--- src/rtl/pong_pkg.sv ---
// Shared definitions for the Pong controller slice: screen and sprite
// geometry, derived pixel counts and the sequencer state encoding.
package pong_pkg;

  localparam int SCREEN_W = 160;
  localparam int SCREEN_H = 120;
  localparam int PAD_W    = 2;
  localparam int PAD_H    = 16;
  localparam int BALL_W   = 4;

  localparam int SCREEN_PIX_C = SCREEN_W * SCREEN_H;  // 19200
  localparam int PAD_PIX_C    = PAD_W * PAD_H;        // 32
  localparam int BALL_PIX_C   = BALL_W * BALL_W;      // 16

  localparam int PIX_CNT_W = 15;

  typedef enum logic [3:0] {
    S_MENU,
    S_SU_CLEAR,
    S_CLEAR,
    S_SU_LEFT,
    S_DRAW_LEFT,
    S_SU_RIGHT,
    S_DRAW_RIGHT,
    S_SU_BALL,
    S_DRAW_BALL,
    S_WAIT,
    S_MOVE_PADS,
    S_MOVE_BALL,
    S_GAMEOVER
  } state_e;

endpackage

--- src/rtl/rate_divider.sv ---
// Free-running tick generator: counts 0..DIV-1 and wraps, raising tick
// for the single cycle at DIV-1.
//   clk    : system clock
//   resetn : synchronous active-low reset, counter back to 0
//   tick   : one-cycle pulse every DIV cycles
module rate_divider #(
  parameter int DIV = 833333
) (
  input  logic clk,
  input  logic resetn,
  output logic tick
);

  localparam int W = (DIV > 1) ? $clog2(DIV) : 1;
  localparam logic [W-1:0] LAST = W'(DIV - 1);

  logic [W-1:0] cnt_q, cnt_d;

  assign tick  = (cnt_q == LAST);
  assign cnt_d = tick ? '0 : cnt_q + 1'b1;

  always_ff @(posedge clk) begin
    if (!resetn) cnt_q <= '0;
    else         cnt_q <= cnt_d;
  end

endmodule

--- src/rtl/pong_control.sv ---
// Per-frame sequencer for the Pong datapath: clear screen, draw both pads
// and the ball, wait for the frame tick, then move pads and ball. Also owns
// the menu / game-over handshake with the start key.
//   clk, resetn          : clock, synchronous active-low reset
//   start                : start/restart key level (already synchronised)
//   gameover             : datapath game-over flag
//   menu                 : hold datapath in its initial state
//   set_up_* / clear_screen / draw_* : datapath action strobes
//   reset_delta          : zero datapath deltas (every set-up state)
//   move_pads, move_ball : one-cycle move strobes
//   plot                 : VGA write enable, one cycle behind the draw strobes
module pong_control
  import pong_pkg::*;
#(
  parameter int FRAME_DIV  = 833333,
  parameter int SCREEN_PIX = SCREEN_PIX_C,
  parameter int PAD_PIX    = PAD_PIX_C,
  parameter int BALL_PIX   = BALL_PIX_C
) (
  input  logic clk,
  input  logic resetn,
  input  logic start,
  input  logic gameover,
  output logic menu,
  output logic set_up_clear_screen,
  output logic clear_screen,
  output logic set_up_left_pad,
  output logic draw_left_pad,
  output logic set_up_right_pad,
  output logic draw_right_pad,
  output logic set_up_ball,
  output logic draw_ball,
  output logic reset_delta,
  output logic move_pads,
  output logic move_ball,
  output logic plot
);

  localparam logic [PIX_CNT_W-1:0] SCREEN_LAST = PIX_CNT_W'(SCREEN_PIX - 1);
  localparam logic [PIX_CNT_W-1:0] PAD_LAST    = PIX_CNT_W'(PAD_PIX - 1);
  localparam logic [PIX_CNT_W-1:0] BALL_LAST   = PIX_CNT_W'(BALL_PIX - 1);

  state_e               state_q, state_d;
  logic [PIX_CNT_W-1:0] pix_cnt_q, pix_cnt_d;
  logic                 start_q;
  logic                 plot_q, plot_d;
  logic                 start_rise;
  logic                 frame_tick;
  logic                 drawing;

  rate_divider #(.DIV(FRAME_DIV)) u_frame_div (
    .clk    (clk),
    .resetn (resetn),
    .tick   (frame_tick)
  );

  assign start_rise = start & ~start_q;
  assign plot       = plot_q;

  always_ff @(posedge clk) begin
    if (!resetn) begin
      state_q   <= S_MENU;
      pix_cnt_q <= '0;
      start_q   <= 1'b0;
      plot_q    <= 1'b0;
    end else begin
      state_q   <= state_d;
      pix_cnt_q <= pix_cnt_d;
      start_q   <= start;
      plot_q    <= plot_d;
    end
  end

  always_comb begin
    state_d             = state_q;
    pix_cnt_d           = pix_cnt_q;
    menu                = 1'b0;
    set_up_clear_screen = 1'b0;
    clear_screen        = 1'b0;
    set_up_left_pad     = 1'b0;
    draw_left_pad       = 1'b0;
    set_up_right_pad    = 1'b0;
    draw_right_pad      = 1'b0;
    set_up_ball         = 1'b0;
    draw_ball           = 1'b0;
    reset_delta         = 1'b0;
    move_pads           = 1'b0;
    move_ball           = 1'b0;
    drawing             = 1'b0;

    unique case (state_q)
      S_MENU: begin
        menu = 1'b1;
        if (start_rise) state_d = S_SU_CLEAR;
      end
      S_SU_CLEAR: begin
        set_up_clear_screen = 1'b1;
        reset_delta         = 1'b1;
        pix_cnt_d           = '0;
        state_d             = S_CLEAR;
      end
      S_CLEAR: begin
        clear_screen = 1'b1;
        drawing      = 1'b1;
        pix_cnt_d    = pix_cnt_q + 1'b1;
        if (pix_cnt_q == SCREEN_LAST) state_d = S_SU_LEFT;
      end
      S_SU_LEFT: begin
        set_up_left_pad = 1'b1;
        reset_delta     = 1'b1;
        pix_cnt_d       = '0;
        state_d         = S_DRAW_LEFT;
      end
      S_DRAW_LEFT: begin
        draw_left_pad = 1'b1;
        drawing       = 1'b1;
        pix_cnt_d     = pix_cnt_q + 1'b1;
        if (pix_cnt_q == PAD_LAST) state_d = S_SU_RIGHT;
      end
      S_SU_RIGHT: begin
        set_up_right_pad = 1'b1;
        reset_delta      = 1'b1;
        pix_cnt_d        = '0;
        state_d          = S_DRAW_RIGHT;
      end
      S_DRAW_RIGHT: begin
        draw_right_pad = 1'b1;
        drawing        = 1'b1;
        pix_cnt_d      = pix_cnt_q + 1'b1;
        if (pix_cnt_q == PAD_LAST) state_d = S_SU_BALL;
      end
      S_SU_BALL: begin
        set_up_ball = 1'b1;
        reset_delta = 1'b1;
        pix_cnt_d   = '0;
        state_d     = S_DRAW_BALL;
      end
      S_DRAW_BALL: begin
        draw_ball = 1'b1;
        drawing   = 1'b1;
        pix_cnt_d = pix_cnt_q + 1'b1;
        if (pix_cnt_q == BALL_LAST) state_d = S_WAIT;
      end
      // The tick is free-running; one missed while drawing is simply lost.
      S_WAIT: if (frame_tick) state_d = S_MOVE_PADS;
      S_MOVE_PADS: begin
        move_pads = 1'b1;
        state_d   = S_MOVE_BALL;
      end
      // The flag reflects the previous frame's score update; the one-frame
      // lag is accepted.
      S_MOVE_BALL: begin
        move_ball = 1'b1;
        state_d   = gameover ? S_GAMEOVER : S_SU_CLEAR;
      end
      // Returning to MENU needs its own press, so a held key cannot restart.
      S_GAMEOVER: begin
        menu = 1'b1;
        if (start_rise) state_d = S_MENU;
      end
      default: state_d = S_MENU;
    endcase

    // Registered to line up with the datapath's registered x/y.
    plot_d = drawing;
  end

endmodule

--- config.mk ---
export PLATFORM = sky130hd
export DESIGN_NAME = pong_control
export DESIGN_NICKNAME = d
export VERILOG_FILES = /design/src/rtl/pong_pkg.sv /design/src/rtl/rate_divider.sv /design/src/rtl/pong_control.sv
export SDC_FILE = /design/constraint.sdc
export NUM_CORES = 1
export LEC_CHECK = 0
export ABC_CLOCK_PERIOD_IN_PS = 5400
export CAP_MARGIN = 20
export CORE_ASPECT_RATIO = 1.4
export CORE_MARGIN = 4
export CORE_UTILIZATION = 35
export DETAILED_ROUTE_END_ITERATION = 12
export GPL_ROUTABILITY_DRIVEN = 0
export GPL_TIMING_DRIVEN = 0
export SLEW_MARGIN = 25
export SYNTH_ARGS = -nofsm -noshare
export SYNTH_HDL_FRONTEND = slang
export SYNTH_SLANG_ARGS = --single-unit
--- constraint.sdc ---
create_clock -name clk -period 5.4 [get_ports clk]
set_clock_uncertainty 0.2 [all_clocks]
set_input_delay 1.08 -clock clk [delete_from_list [all_inputs] [get_ports clk]]
set_output_delay 1.08 -clock clk [all_outputs]
set_load 0.005 [all_outputs]
==> flow_summary.json <==
{
  "remaining_drc_errors": 0,
  "synth_nets": 275,
  "synth-simple-area-share": 0.347,
  "synth_area_per_cell_um2": 7.89,
  "muxShareOfSynthArea": 0.0107,
  "fin_setup_tns_ns": 0,
  "cts_sinks": 41,
  "holdCritPathClass": "reg -> reg",
  "die_w_um": 73.7,
  "ys_warn_count": 0,
  "vias": 1912,
  "ys_seq_elements": 41,
  "nets": 298,
  "numCtsBuffers": 5,
  "die_y_um": 100,
  "clk_pin_slew_worst_paths_ns": 0.09,
  "cts_tree": "built",
  "hpwl_mm": 3.70,
  "crit_fanout": 10,
  "synth_compound_area_frac": 0.118,
  "hold_buffers": 0,
  "wl_mm": 4.93,
  "syn_area_um2": 2110,
  "dieArea_um2": 7370,
  "status": "finished, final reports clean",
  "crit_chain": "clkbuf_1 -> nand2_1 -> nor3b_1 -> clkdlybuf4s50_1",
  "crit_path_start_kind": "flop",
  "synth_cells": 268,
  "initial_core_util": 0.361,
  "cp_top_family": "buffers and inverters",
  "track_usage": 0.144,
  "drtPass1Iterations": 5,
  "synth_area_leader_cell": "dfxtp_1",
  "antenna_cells": 0,
  "slowest_delay_ns": 0.53,
  "yosys.area_share.adder": 0.0178,
  "drt-wirelength-per-cell_um": 13.6,
  "layout_common_cells": "44 x nor2_1, 41 x dfxtp_1, 27 x nand2_1",
  "setup_ws_ns": 2.11,
  "drive_above_1_share": 0.0582,
  "fmax_mhz": 304,
  "mostFrequentLayoutCell": "nor2_1",
  "cp.buffers_inverters": 2,
  "first_iter_violations": 82,
  "p_total_uw": 813,
  "setup_viol": 0,
  "cpMaxStageDelayCell": "clkdlybuf4s50_1",
  "ctsResizeCount": 0,
  "grt_pass1_wl_mm": 8.45,
  "hold_viol_final": 0,
  "maxSlewViolCount": 0,
  "critPathKind": "reg -> out",
  "clkLatencyLatePin_ns": 0.29,
  "synth_top_area_share": 0.388,
  "syn_to_final_growth_pct": 17.4,
  "worst_ep_required_time_ns": 4.12,
  "htree_levels": 2,
  "cp.arrival_ns": 2.01,
  "synth_top_family_by_area": "simple AND/OR/NAND/NOR gates",
  "rows": 33,
  "period_needed_ns": 3.29,
  "drtAntennaViolNets": 0,
  "yosys-top-cells-area": "dfxtp_1 39%, nor2_1 7.8%, xnor2_1 5.0%",
  "final.period_utilization": 0.609,
  "grt_setup_unrepaired": "false",
  "peakVddDrop_mv": 0.175,
  "p_per_area_nw_per_um2": 328,
  "viasPerCell": 5.28,
  "ys_seq_area_frac": 0.388,
  "synth_xor_area_frac": 0.0746,
  "pre_cts_ws_ns": 2.43,
  "post_cts.repair.setup_buffers": 0,
  "grt_start_max_net_pins": 14,
  "synth.distinct_cells": 43,
  "end_kind": "output port",
  "cap_violations": 0,
  "cts_root_buf": "clkbuf_8",
  "clock_path_buffers": 2,
  "core-area_um2": 5860,
  "relSlewSlack": 0.567,
  "io_buffers": 16,
  "grt_pass1_vias": 1880,
  "tightest_slew_ns": 0.644,
  "grt_overflow_total": 0,
  "ios": 17,
  "leakage_nw": 0.848,
  "antenna_found_initial": 0
}
-- per-layer routing --
| layer | routed length (µm) | global-route usage |
|---|---|---|
| met1 | 2120 | 0.159 |
| met2 | 2590 | 0.266 |
| met3 | 151 | 0.0381 |
| met4 | 79 | 0.0363 |
| met5 | 0 | 0 |
-- worst register-to-register path: stages, from the launching register on --
cell and delay (ns):
dfxtp_1 0.38, ha_1 0.24, and4_1 0.27, nand4_1 0.17, nor3_1 0.37, mux2_2 0.38, nor2_1 0.07
-- report_power, final --
part | leakage, nW | total (mW) | internal, mW | switching (mW)
combinational | 0.459 | 0.222 | 0.0870 | 0.135
clock | 0.0574 | 0.259 | 0.150 | 0.109
sequential | 0.332 | 0.333 | 0.317 | 0.0153
total | 0.848 | 0.813 | 0.555 | 0.259
-- synthesized netlist by cell type, drive strengths merged --
cell type  number
or3b            1
o31a            2
and3            7
a211o           1
nor3           15
and4            2
nand4b          4
or4             3
nor2           44
nand4           9
nor4            5
nand2          27
xnor2          12
o21a            1
o311ai          3
o32ai           1
xor2            6
a31o            1
nand3          11
nor3b           4
dfxtp          41
ha              3
a31oi           2
nand4bb         1
or2             1
buf             3
o21ai          10
inv             8
nand3b          1
and2            3
nor2b           2
nand2b          3
clkbuf          9
or3             2
o211ai          3
o22ai           1
mux2            2
a21boi          1
o211a           1
a21oi          12
-- logic make-up (layout without fill, tap and decap cells) --
| logic type | count (synthesis) | in the layout |
|---|---|---|
| compound gates | 39 | 39 |
| xor+xnor | 18 | 18 |
| fa+ha+maj | 3 | 3 |
| buf+inv | 20 | 44 |
| flops | 41 | 41 |
| mux | 2 | 2 |
| simple gates | 145 | 145 |
-- registers in the layout (all words and copies together) (netlist names) --
name	count
start_q	1
pix_cnt_q	15
state_q	4
u_frame_div.cnt_q	20
plot	1
-- cell type report --
class / count / area, µm²
clock buffers: 6 / 82.6
clock inverters: 2 / 37.5
multi-input cells: 207 / 1200
plain buffers: 12 / 61.3
fillers: 612 / 3380
inverters: 8 / 30.0
flip-flops and latches: 41 / 821
repair buffers: 16 / 160
well taps: 70 / 87.6
-- through the flow --
step	hold slack [ns]	instances	util	area (µm²)
finish	0.262	362	0.423	2480
global route	0.295	362	0.423	2480
CTS	0.271	362	0.423	2480
detailed placement	0.250	354	0.403	2360
global placement	0.242	354	0.403	2360
floorplan	0.225	268	-	2110
-- path summary, 6_finish.rpt --
check	from	end	cells past startpoint	slack [ns]
hold reg to reg	u_frame_div.cnt_q[0]	u_frame_div.cnt_q[0]	1	0.26
hold / removal	u_frame_div.cnt_q[0]	u_frame_div.cnt_q[0]	1	0.26
setup / recovery	state_q[1]	move_ball	4	2.11
setup reg to reg	pix_cnt_q[0]	pix_cnt_q[12]	6	3.26
No activity file was read; power rests on OpenSTA's default activity.
